<file path="src/rtl/sayac_hakem.sv">
// rtl/sayac_hakem.sv - shared up/down step counter serving two requesters
// Optional: define SAYAC_HAKEM_SABIT_ONCELIK_EN for fixed priority (requester 0 wins) instead of round-robin.
module sayac_hakem (
  input  logic       saat,
  input  logic       reset,
  input  logic       istek0,
  input  logic       istek1,
  input  logic [7:0] baslangic0,
  input  logic [7:0] baslangic1,
  input  logic       yon0,
  input  logic       yon1,
  input  logic [2:0] miktar0,
  input  logic [2:0] miktar1,
  input  logic [3:0] adim0,
  input  logic [3:0] adim1,
  output logic       kabul0,
  output logic       kabul1,
  output logic       bitti0,
  output logic       bitti1,
  output logic [7:0] sonuc0,
  output logic [7:0] sonuc1,
  output logic       mesgul
);

  typedef enum logic [1:0] {BOS, SAY, BITIR} durum_t;

  durum_t     durum, durum_next;
  logic [7:0] deger;
  logic [3:0] kalan;
  logic [2:0] miktar_r;
  logic       yon_r;
  logic       sahip;
  logic       kazanan;
  logic       verilir;
  logic [7:0] sec_baslangic;
  logic [3:0] sec_adim;
  logic [2:0] sec_miktar;
  logic       sec_yon;

`ifndef SAYAC_HAKEM_SABIT_ONCELIK_EN
  logic       son_kabul;
`endif

  assign sec_baslangic = kazanan ? baslangic1 : baslangic0;
  assign sec_adim      = kazanan ? adim1      : adim0;
  assign sec_miktar    = kazanan ? miktar1    : miktar0;
  assign sec_yon       = kazanan ? yon1       : yon0;
  assign mesgul        = (durum != BOS);

  always_comb begin
    verilir    = 1'b0;
    kazanan    = 1'b0;
    durum_next = durum;
    case (durum)
      BOS: begin
        if (istek0 || istek1) begin
          verilir = 1'b1;
`ifdef SAYAC_HAKEM_SABIT_ONCELIK_EN
          kazanan = !istek0;
`else
          // On contention the requester not served last time wins.
          kazanan = (istek0 && istek1) ? !son_kabul : istek1;
`endif
          durum_next = (sec_adim != 4'd0) ? SAY : BITIR;
        end
      end
      SAY:     if (kalan == 4'd1) durum_next = BITIR;
      BITIR:   durum_next = BOS;
      default: durum_next = BOS;
    endcase
  end

  always_ff @(posedge saat) begin
    if (reset) durum <= BOS;
    else       durum <= durum_next;
  end

  always_ff @(posedge saat) begin
    if (reset) begin
      deger     <= 8'd0;
      kalan     <= 4'd0;
      miktar_r  <= 3'd0;
      yon_r     <= 1'b0;
      sahip     <= 1'b0;
      kabul0    <= 1'b0;
      kabul1    <= 1'b0;
      bitti0    <= 1'b0;
      bitti1    <= 1'b0;
      sonuc0    <= 8'd0;
      sonuc1    <= 8'd0;
`ifndef SAYAC_HAKEM_SABIT_ONCELIK_EN
      son_kabul <= 1'b1;
`endif
    end else begin
      kabul0 <= 1'b0;
      kabul1 <= 1'b0;
      bitti0 <= 1'b0;
      bitti1 <= 1'b0;
      case (durum)
        BOS: begin
          if (verilir) begin
            deger     <= sec_baslangic;
            kalan     <= sec_adim;
            miktar_r  <= sec_miktar;
            yon_r     <= sec_yon;
            sahip     <= kazanan;
            kabul0    <= !kazanan;
            kabul1    <= kazanan;
`ifndef SAYAC_HAKEM_SABIT_ONCELIK_EN
            son_kabul <= kazanan;
`endif
          end
        end
        SAY: begin
          deger <= yon_r ? deger + {5'd0, miktar_r} : deger - {5'd0, miktar_r};
          kalan <= kalan - 4'd1;
        end
        BITIR: begin
          if (sahip) begin
            sonuc1 <= deger;
            bitti1 <= 1'b1;
          end else begin
            sonuc0 <= deger;
            bitti0 <= 1'b1;
          end
        end
        default: ;
      endcase
    end
  end

endmodule

</file>
<file path="config.mk">
export PLATFORM = sky130hd
export DESIGN_NAME = sayac_hakem
export DESIGN_NICKNAME = d
export VERILOG_FILES = /design/src/rtl/sayac_hakem.sv
export SDC_FILE = /design/constraint.sdc
export NUM_CORES = 1
export LEC_CHECK = 0
export CAP_MARGIN = 20
export CELL_PAD_IN_SITES_DETAIL_PLACEMENT = 1
export CELL_PAD_IN_SITES_GLOBAL_PLACEMENT = 2
export CORE_MARGIN = 2
export CORE_UTILIZATION = 38
export CTS_CLUSTER_DIAMETER = 40
export DETAILED_ROUTE_END_ITERATION = 8
export DONT_BUFFER_PORTS = 1
export GPL_ROUTABILITY_DRIVEN = 0
export GPL_TIMING_DRIVEN = 0
export PLACE_DENSITY = 0.83
export SETUP_SLACK_MARGIN = 0.3
export SYNTH_ARGS = -nofsm -noshare
export SYNTH_HDL_FRONTEND = slang
export SYNTH_SLANG_ARGS = --single-unit
</file>
<file path="constraint.sdc">
create_clock -name saat -period 2.9 [get_ports saat]
set_input_delay 0.87 -clock saat [delete_from_list [all_inputs] [get_ports saat]]
set_output_delay 0.87 -clock saat [all_outputs]
set_load 0.02 [all_outputs]
</file>
==> results.yml <==
cts:
  ctsRootBufferMaster: "clkbuf_8"
  holdBufCountCts: 0
  cts_buffers: 5
  clockBufferDepth: 2
  h-tree-depth: 2
  postCtsSetupBuffers: 0
  cts.clk_slew.worst_paths_ns: 0.08
  tritoncts: "built"
  cts_sinks: 40
  clock_latency_ns: 0.30
  cts_resized: 0
timing:
  fin_setup_tns_ns: 0
  period_minus_slack_ns: 2.44
  drv_slew: 0
  relSlewSlack_pct: 59.6
  fmax_mhz: 409
  skew_ns: 0.00412
  grt_setup_unrepaired: "false"
  fin_crit_sh_pct: 84.2
  holdWs_ns: 0.487
  tightest_slew_ns: 0.605
  setup_violations: 0
  finalHoldViolCount: 0
  setup_ws_ns: 0.458
global_routing:
  grt_pass1_wl_um: 8880
  grt_pass1_vias: 1713
  grt_max_degree: 14
  grt_overflow: 0
  antenna_found_initial: 1
  grt_use_total_pct: 18.4
critical_path:
  worst_setup_path_end_kind: "flip-flop"
  cp_num_buf_inv: 1
  start_kind: "flip-flop"
  cp_top_family: "compound AO/OA/AOI/OAI gates"
  critPathKind: "flip-flop to flip-flop"
  worstPathRequired_ns: 3.08
  worstPathCellList: "inv_1, ha_1, ha_1, mux2_2, ha_4, a211oi_2, a21oi_2, o41ai_2, xnor2_1, a2bb2oi_1"
  slowest_stage: "o41ai_2"
  crit_arrival_ns: 2.62
  cp_max_fo: 4
  crit_top_cell: "ha_1"
  critical-path-max-stage-delay_ns: 0.38
power_and_ir_drop:
  p_clk_share_pct: 28.3
  p_total_uw: 1630
  pwr-share-comb_pct: 31.2
  ir_worst_vdd_mv: 0.208
  swShare_pct: 33.2
  power_density_mw_per_mm2: 670
  p_switching_uw: 543
  internal_power_uw: 1090
  p_leak_uw: 0.00105
  pwr-share-seq_pct: 40.6
floorplan:
  coreArea_mm2: 0.00557
  fp.dieW_um: 80.3
  fp.dieH_um: 80.3
  dieArea_mm2: 0.00645
  start_util_pct: 39.7
  rows: 27
  io_pins: 57
logic_synthesis:
  synth_adder_area_share_pct: 7.69
  ys_types: 47
  synth_flop_cell: "dfxtp_1"
  synth-xor-area-share_pct: 2.38
  synth_edf_count: 0
  ys_ff_latch: 40
  synthesis.nets: 283
  synth_compound_area_share_pct: 16.1
  ys_seq_area_share_pct: 36.2
  synth_warnings: 0
  async_flop_share_pct: 0
  synth-simple-area-share_pct: 16.5
  synth.area.mux_share_pct: 16.9
  syn_inst: 234
  syn_area_per_cell_um2: 9.45
  synth_top_family_by_area: "multiplexers"
  syn-cell-area_mm2: 0.00221
final_layout:
  layout_common_cells: "38 x nor2_1, 38 x dfxtp_1, 26 x mux2i_1"
  diodes: 0
  drive_gt1_share_pct: 17.4
  area_growth_pct: 10.2
  fin_nets: 290
  multi_input_area_mm2: 0.00134
  n_fill_cell: 667
  register_area_um2: 803
route:
  vias: 1724
  wl_per_cell_um: 17.4
  drc: 0
  drtAntennaViolNets: 0
  avgViaCountPerCell: 5.49
  dr.pass1.iters: 4
  drt_iter0_drc: 95
  wirelength_um: 5470
status:
  status: "finished clean"
flow_run:
  drv_cap: 0
place:
  io_buffers: 0
  dp.final_hpwl_um: 4070
  dpl_worst_slack_ns: 0.413
worst_hold_path:
  hp-class: "flip-flop to flip-flop"
[layout make-up]
class / count / share of cell area [%]
multi-input cells: 174 / 54.9
plain buffers: 13 / 2.77
clock buffers: 5 / 2.82
flip-flops and latches: 40 / 33.0
inverters: 7 / 1.08
well taps: 72 / 3.70
clock inverters: 3 / 1.75
[kinds of logic (layout without fill, tap and decap cells)]
logic type | count (synthesis) | after routing
XOR/XNOR | 6 | 6
flip-flops | 40 | 40
adder cells (fa/ha/maj) | 13 | 13
AO/OA/AOI/OAI | 46 | 46
AND/OR/NAND/NOR | 74 | 74
multiplexers | 35 | 35
buffers and inverters | 20 | 28
[tightest hold or removal path, delay by kind of cell, from the launching register on]
family / cells / cell delay, ns
DFF: 1 / 0.33
and+or+nand+nor: 1 / 0.06
AOI/OAI and AO/OA: 1 / 0.05
[state kept, by name, summed over array words and instances, names as in the netlist]
register	flops
deger	8
kabul0	1
son_kabul	1
bitti0	1
kabul1	1
yon_r	1
sahip	1
kalan	4
miktar_r	3
sonuc1	8
durum	2
bitti1	1
sonuc0	8
[stage by stage]
| stage | area [um2] | utilization (%) | instances |
|---|---|---|---|
| CTS | 2410 | 43.3 | 314 |
| global placement | 2300 | 41.3 | 306 |
| floorplan | 2210 | - | 234 |
| global route | 2440 | 43.7 | 314 |
| finish | 2440 | 43.7 | 314 |
| detailed placement | 2300 | 41.3 | 306 |
[layer usage]
metal	global-route usage, %	vias to the layer above	part of all wire, %
met5	0	-	0
met4	5.08	0	1.0
met3	5.17	6	7.5
met2	27.2	50	44
met1	25.9	820	48
li1	-	848	-
[path summary, 6_finish.rpt]
check / start / end / slack (ns) / cells after the start
hold reg to reg: sahip / sahip / 0.49 / 2
setup reg to reg: miktar_r[0] / deger[7] / 0.46 / 10
hold / removal: sahip / sahip / 0.49 / 2
setup / recovery: miktar_r[0] / deger[7] / 0.46 / 10
[cells in the mapped netlist (all sizes together) (4+ instances only)]
library cell  instances  area, um2
ha                   12        150
inv                   7       26.3
mux2                  9        113
nor3                  4       20.0
dfxtp                40        801
nand2                13       56.3
o21ai                 7       35.0
a21oi                16       83.8
nor2                 40        174
a211oi                4       30.0
xnor2                 4       35.0
mux2i                26        260
clkbuf                5       18.8
buf                   8       48.8
[power by group through the flow]
| stage | sequential, uW | clock, uW | combinational (uW) |
|---|---|---|---|
| final | 663 | 462 | 509 |
| after global routing | 672 | 507 | 572 |
| after CTS | 661 | 482 | 492 |
| after detailed placement | 674 | 0 | 490 |
| after global placement | 672 | 0 | 481 |
| after floorplan | 655 | 0 | 404 |
No activity file was read; power rests on OpenSTA's default activity.
